[src/rtl/i2c_master_bit_engine.sv]
// I2C master bit engine: executes one bus symbol (START, STOP, data bit, ACK/NACK, read bit)
// per accepted command, with open-drain line control, clock stretching, arbitration and timeout.
module i2c_master_bit_engine #(
  parameter int QUARTER = 4,
  parameter int CNT_W   = 8,
  parameter int TIMEOUT = 200
) (
  input  logic       clock,
  input  logic       reset_n,
  input  logic       go,
  input  logic [2:0] command,
  output logic       finish,
  output logic       rx_bit,
  output logic       arb_lost,
  output logic       timeout,
  output logic       scl_oe,
  output logic       sda_oe,
  input  logic       scl_in,
  input  logic       sda_in
);

  localparam logic [2:0] CMD_IDLE  = 3'b000;
  localparam logic [2:0] CMD_READ  = 3'b001;
  localparam logic [2:0] CMD_START = 3'b010;
  localparam logic [2:0] CMD_STOP  = 3'b011;

  localparam logic [1:0] P0 = 2'd0;
  localparam logic [1:0] P1 = 2'd1;
  localparam logic [1:0] P2 = 2'd2;
  localparam logic [1:0] P3 = 2'd3;

  localparam logic [CNT_W-1:0] Q_LAST  = CNT_W'(QUARTER - 1);
  localparam logic [CNT_W-1:0] TO_LAST = CNT_W'((TIMEOUT > 0) ? (TIMEOUT - 1) : 0);
  localparam bit               TO_EN   = (TIMEOUT > 0);

  typedef enum logic [1:0] {
    ST_IDLE,
    ST_HOLD,
    ST_SETUP,
    ST_RUN
  } state_t;

  state_t           state;
  logic [1:0]       phase;
  logic [CNT_W-1:0] cnt;
  logic [CNT_W-1:0] to_cnt;
  logic [2:0]       cmd;

  logic       is_data;
  logic       drive_low;
  logic       checks_arb;
  logic [1:0] wait_phase;
  logic       waiting;
  logic       phase_end;

  // Decode of the registered command; data bits are DATA_0/1, ACK, NACK and READ_BIT.
  always_comb begin
    is_data    = cmd[2] | (cmd == CMD_READ);
    drive_low  = cmd[2] & ~cmd[0];
    checks_arb = cmd[2] & cmd[0];
    wait_phase = is_data ? P2 : P1;
    waiting    = (state == ST_RUN) && (phase == wait_phase) && (cnt == '0) && !scl_in;
    phase_end  = (cnt == Q_LAST);
  end

  always_ff @(posedge clock) begin
    if (!reset_n) begin
      state    <= ST_IDLE;
      finish   <= 1'b1;
      scl_oe   <= 1'b0;
      sda_oe   <= 1'b0;
      rx_bit   <= 1'b0;
      arb_lost <= 1'b0;
      timeout  <= 1'b0;
      phase    <= P0;
      cnt      <= '0;
      to_cnt   <= '0;
    end else begin
      case (state)
        ST_IDLE, ST_HOLD: begin
          if (go && command != CMD_IDLE) begin
            cmd      <= command;
            state    <= ST_SETUP;
            finish   <= 1'b0;
            arb_lost <= 1'b0;
            timeout  <= 1'b0;
            cnt      <= '0;
            to_cnt   <= '0;
          end
        end

        // One cycle with the command registered before the lines move in P0.
        ST_SETUP: begin
          state <= ST_RUN;
          phase <= P0;
          cnt   <= '0;
          if (is_data) begin
            scl_oe <= 1'b1;
            sda_oe <= drive_low;
          end else if (cmd == CMD_START) begin
            scl_oe <= 1'b0;
            sda_oe <= 1'b0;
          end else begin
            scl_oe <= 1'b1;
            sda_oe <= 1'b1;
          end
        end

        ST_RUN: begin
          if (waiting) begin
            // Slave is stretching SCL: the phase counter holds at zero.
            if (TO_EN && to_cnt == TO_LAST) begin
              timeout <= 1'b1;
              scl_oe  <= 1'b0;
              sda_oe  <= 1'b0;
              state   <= ST_IDLE;
              finish  <= 1'b1;
            end else begin
              to_cnt <= to_cnt + 1'b1;
            end
          end else if (!phase_end) begin
            cnt <= cnt + 1'b1;
          end else begin
            cnt <= '0;
            case (phase)
              P0: begin
                phase <= P1;
                if (cmd == CMD_STOP) scl_oe <= 1'b0;
              end
              P1: begin
                if (cmd == CMD_START && !sda_in) begin
                  arb_lost <= 1'b1;
                  scl_oe   <= 1'b0;
                  sda_oe   <= 1'b0;
                  state    <= ST_IDLE;
                  finish   <= 1'b1;
                end else begin
                  phase <= P2;
                  if (is_data)               scl_oe <= 1'b0;
                  else if (cmd == CMD_START) sda_oe <= 1'b1;
                  else                       sda_oe <= 1'b0;
                end
              end
              P2: begin
                if (is_data && cmd == CMD_READ) rx_bit <= sda_in;
                if (is_data && checks_arb && !sda_in) begin
                  arb_lost <= 1'b1;
                  scl_oe   <= 1'b0;
                  sda_oe   <= 1'b0;
                  state    <= ST_IDLE;
                  finish   <= 1'b1;
                end else begin
                  phase <= P3;
                end
              end
              P3: begin
                finish <= 1'b1;
                if (cmd == CMD_STOP) begin
                  scl_oe <= 1'b0;
                  sda_oe <= 1'b0;
                  state  <= ST_IDLE;
                end else begin
                  scl_oe <= 1'b1;
                  state  <= ST_HOLD;
                end
              end
            endcase
          end
        end

        default: state <= ST_IDLE;
      endcase
    end
  end

endmodule

[config.mk]
export PLATFORM = sky130hd
export DESIGN_NAME = i2c_master_bit_engine
export DESIGN_NICKNAME = d
export VERILOG_FILES = /design/src/rtl/i2c_master_bit_engine.sv
export SDC_FILE = /design/constraint.sdc
export NUM_CORES = 1
export LEC_CHECK = 0
export ABC_AREA = 0
export ABC_CLOCK_PERIOD_IN_PS = 3050
export BUFFER_PORTS_ARGS = -buffer_cell sky130_fd_sc_hd__buf_2
export CAP_MARGIN = 20
export CORE_MARGIN = 4
export CORE_UTILIZATION = 40
export CTS_CLUSTER_DIAMETER = 80
export DETAILED_ROUTE_END_ITERATION = 10
export SKIP_CTS_REPAIR_TIMING = 1
export SLEW_MARGIN = 20
export SYNTH_ARGS = -nofsm -noshare
export SYNTH_HDL_FRONTEND = slang
export SYNTH_SLANG_ARGS = --single-unit
[constraint.sdc]
create_clock -name clock -period 3.05 [get_ports clock]
set_clock_uncertainty 0.2 [all_clocks]
set_input_delay 0.305 -clock clock [delete_from_list [all_inputs] [get_ports clock]]
set_output_delay 0.305 -clock clock [all_outputs]
set_load 0.005 [all_outputs]
Word level (Yosys, flattened, before mapping)
Index checks and enable logic that the tools add are counted.
- input bits: 8
- output and inout bits: 6
- word-level logic and storage cells: 136
- bits in read-only memories: 0
- bits in latches: 0
- flip-flop bits (word level): 29
- bits in writable memories: 0
- memories: 0
- multipliers: 0
- shifts and indexed selects: 0
- eq/ne operators: 33
- mux-type cells: 57
- bitwise gates (word level): 5
- add/sub/neg operators: 2
- magnitude comparators: 0
- reductions and logical operators: 28
- div/mod/pow operators: 0
- operators with widths (kind ; count):
    two-way mux 8 bit ; 5
    two-way mux 1 bit ; 26
    case mux 8 bit (3 select lines) ; 1
    two-way mux 2 bit ; 11
    AND reduction 7 bit ; 3
    case mux 2 bit (3 select lines) ; 3
    AND reduction 6 bit ; 3
    adder 8 x 1 -> 8 bit (second input constant) ; 2
    inequality test 4 bit (second input constant) ; 4
    case mux 8 bit (2 select lines) ; 1
    inequality test 3 bit (second input constant) ; 5
    case mux 1 bit (2 select lines) ; 6
    inequality test 2 bit (second input constant) ; 5
    inequality test 5 bit (second input constant) ; 2
    equality test 2 bit (second input constant) ; 4
    equality test 8 x 2 -> 1 bit (second input constant) ; 1
    equality test 8 bit (second input constant) ; 1
    logical AND 1 bit ; 8
    zero test 8 bit ; 1
    AND reduction 4 bit ; 2
    equality test 3 x 2 -> 1 bit (second input constant) ; 2
    case mux 1 bit (3 select lines) ; 2
    inequality test 5 x 2 -> 1 bit (second input constant) ; 1
    AND reduction 5 bit ; 1
    other kinds (19) ; 25

Logic depth before layout (Yosys ltp)
- depth after elaboration: 9
- gate-level depth with buffers: 9
- gate-level depth less buffers: 8

Least setup slack after synthesis
No wires, ideal clock.
- path kind: register to register
- start: reg cnt[0]
- end: reg to_cnt[5]
- period minus slack after synthesis: 2.587 ns
- cell stages (with the launch flop): 9
- slack: 0.463 ns
- path buffers: 0
- required time: 2.779 ns
- arrival: 2.316 ns
- cells stage by stage: dfxtp_1 inv_1 ha_1 nand4bb_1 or3_4 a2111oi_4 a31oi_4 or4_1 a21oi_1
- word-level cells in the longest chain between the ends: 5
- ends and longest elaborated chain (what ; line ; text):
    start: declaration ; 45 ; logic [CNT_W-1:0] cnt;
    start signal: assignment ; 122 ; cnt <= cnt + 1'b1;
    zero test 8 bit ; 62 ; waiting = (state == ST_RUN) && (phase == wait_phase) && (cnt == '0) && !scl_in;
    logical AND 1 bit (2 in series) ; 62 ;
    inequality test 2 bit (no line) ; - ;
    AND reduction 4 bit (no line) ; - ;
    end signal: assignment ; 119 ; to_cnt <= to_cnt + 1'b1;
    end: declaration ; 46 ; logic [CNT_W-1:0] to_cnt;
Every way passes these cells.
A chain may end at the register's enable or synchronous reset.

Worst setup path in the final report
Same ends and word-level chain as after synthesis.

==> metrics <==
hold slack between 0.015 and 0.02 ns; Fillers between 400 and 500; sequential fraction of the synthesis area 34.29%; Seq cells post-synth 29; Final Cycle Share 88.20%; Post-synth EDFFs 3; first-pass GRT wire length 6.748 mm; max cap viols 0; total grt overflow 0; Die Wd 74.72 um; # rows 23; CP Class flip-flop to flip-flop; I/O Pins 14; compound-cell area share of the yosys netlist 20.66%; actual slew at the worst max-slew pin between 0.7 and 0.8 ns; Hold Path Cell Cnt 1; critical path fanouts, max 10; crit path capture type flip-flop; largest net degree at the start of global routing 17; worst skew pair latency roughly 0.28 ns; Starting Density a little over two fifths; Worst Hold End cmd[0]; initial antenna violation count 0; Diodes inserted 0; Slew Limit Fails 0; final setup margin 0.3598 ns; IO Port Bufs 13; via density per instance around 5.6; XOR/XNOR share of the synthesized area around 5.4%; # H-tree levels 2; Detail Route Antenna Nets 0; layout cells sized above 1 between 10% and 20%; clk slew on worst S/H paths 0.06 ns; R2R Path Start cnt[0]; Peak Freq around 370 MHz; fin area 0.001981 mm^2; critical path data arrival time roughly 2.7 ns; Max clock buf depth 2; final WL between 3 and 4 mm; CP Launch Type flip-flop; cell count after placement roughly 260; Die Y 74.72 um; Required @ worst endpoint approximately 3.1 ns; Synth Area in Simple Gates around 29%; ys flop type dfxtp_1; post-synth cell types 52; status finished, final reports clean; TritonCTS Buffers 5; fin cells around 270; PD cells just over 400 mW/mm^2; most common cell after layout, fill and taps aside nor2_1; Post-DP HPWL roughly 2.9 mm; all-layer global routing usage between 10% and 20%; vias in the first global route 1375; VDD IR max 0.2817 mV; Setup-failing EPs final 0; relative slew slack around half; DR iter-0 viols 68; asr flop ratio synth 0%; Root Driver clkbuf_8; Clock Sink Count 29; Hold Crit Class input port to flip-flop; drt wl/cell ~15 um; Syn Inst Count 200; post-synth net total 216; Ys Warns 0; Post-Synth Adder-Cell Area under 10%; vias roughly 1500; DRC violations left 0; Setup TNS Final 0 ns; worst slack, placed between 0.3 and 0.4 ns; core box area slightly above 0.004 mm^2; CTS tree yes; worst r2r dst to_cnt[5]; die area roughly 0.0056 mm^2; Fin. Hold Viols 0; Mapped Area about 0.0018 mm^2; Final Power 0.7965 mW; hold_sp command[0]; area grow syn2layout 11.24%; R2R depth 8; main combinational cell family by area after synthesis simple AND/OR/NAND/NOR gates; Synth Area per Inst ~9 um^2; Final #Nets approximately 230; r2r setup slk about 0.36 ns; Pleak roughly 0.74 nW; drt pass-1 iters 4; placed cell area 0.001898 mm^2; mux contribution to synthesized area 1.124%; unrepaired setup endpoints after global routing false; most frequent cells in the layout nor2_1, dfxtp_1, nand2_1, buf_2, a21oi_1; GP Congestion ~0.87; crit path time final about 2.7 ns; Finished Core Util between 40% and 50%
## layout make-up
cell class | count | area, um^2 | share of cell area (%)
clock buffers | 6 | 72.57 | 3.664
clock inverters | 2 | 10.01 | 0.5054
inverters | 7 | 26.28 | 1.327
well taps | 50 | 62.56 | 3.159
flip-flops and latches | 29 | 610.6 | 30.83
multi-input cells | 158 | 1104 | 55.72
repair buffers | 17 | 95.09 | 4.801
## worst max path at each step
| stage | from | to | slack (ns) | cells after the start |
|---|---|---|---|---|
| 2_1_floorplan | cnt[0] | to_cnt[5] | 0.46 | 8 |
| 3_3_place_gp | cnt[0] | to_cnt[5] | 0.40 | 8 |
| 3_5_place_dp | cnt[0] | to_cnt[5] | 0.36 | 8 |
| 4_1_cts | cnt[0] | to_cnt[5] | 0.36 | 8 |
| 5_1_grt | cnt[0] | to_cnt[5] | 0.26 | 8 |
| 6_report | cnt[0] | to_cnt[5] | 0.36 | 8 |
## registers in the layout, indices dropped and copies added, names as in the netlist
name,cells
scl_oe,1
state,2
finish,1
rx_bit,1
to_cnt,8
cmd,3
timeout,1
phase,2
arb_lost,1
sda_oe,1
cnt,8
## layer usage
metal / vias to the layer above / GRT usage (%) / share of wire [%]
met1: 712 / 22.79 / 53
met5: - / 0 / 0
met3: 7 / 4.139 / 3.4
li1: 768 / - / -
met2: 23 / 22.93 / 43
met4: 0 / 5.731 / 0.86
## cell families after synthesis
group                    Yosys count
AND/OR/NAND/NOR                   91
AO/OA/AOI/OAI                     46
buffers and inverters             13
XOR/XNOR                          11
flip-flops                        29
multiplexers                       2
adder cells (fa/ha/maj)            8
## critical path: stages (launching register included)
cell	delay, ns
dfxtp_1	0.36
inv_1	0.08
ha_1	0.16
nand4bb_1	0.10
or3_4	0.42
a2111oi_4	0.41
a31oi_4	0.21
or4_1	0.53
a21oi_1	0.14
## synthesized netlist by cell type (all sizes together), types with 4 or more instances
master,instances,share of area [%]
dfxtp,26,29
clkbuf,5,1.6
xnor2,4,2.0
and2,4,1.5
inv,7,1.5
nor2b,5,2.2
ha,8,5.6
or3,4,1.9
nand2,14,3.0
a21oi,10,2.8
nand3,6,1.7
o21ai,10,3.0
and3,5,1.8
nor3,4,1.1
nor2,27,5.7
o211ai,5,2.1
nand4,8,2.8
xor2,7,3.4
## where the power goes
group	internal [mW]	switching (mW)	total, mW
sequential	0.397	0.00886	0.406
clock	0.158	0.149	0.306
combinational	0.0330	0.0512	0.0842
(Power assumes the default switching activity.)
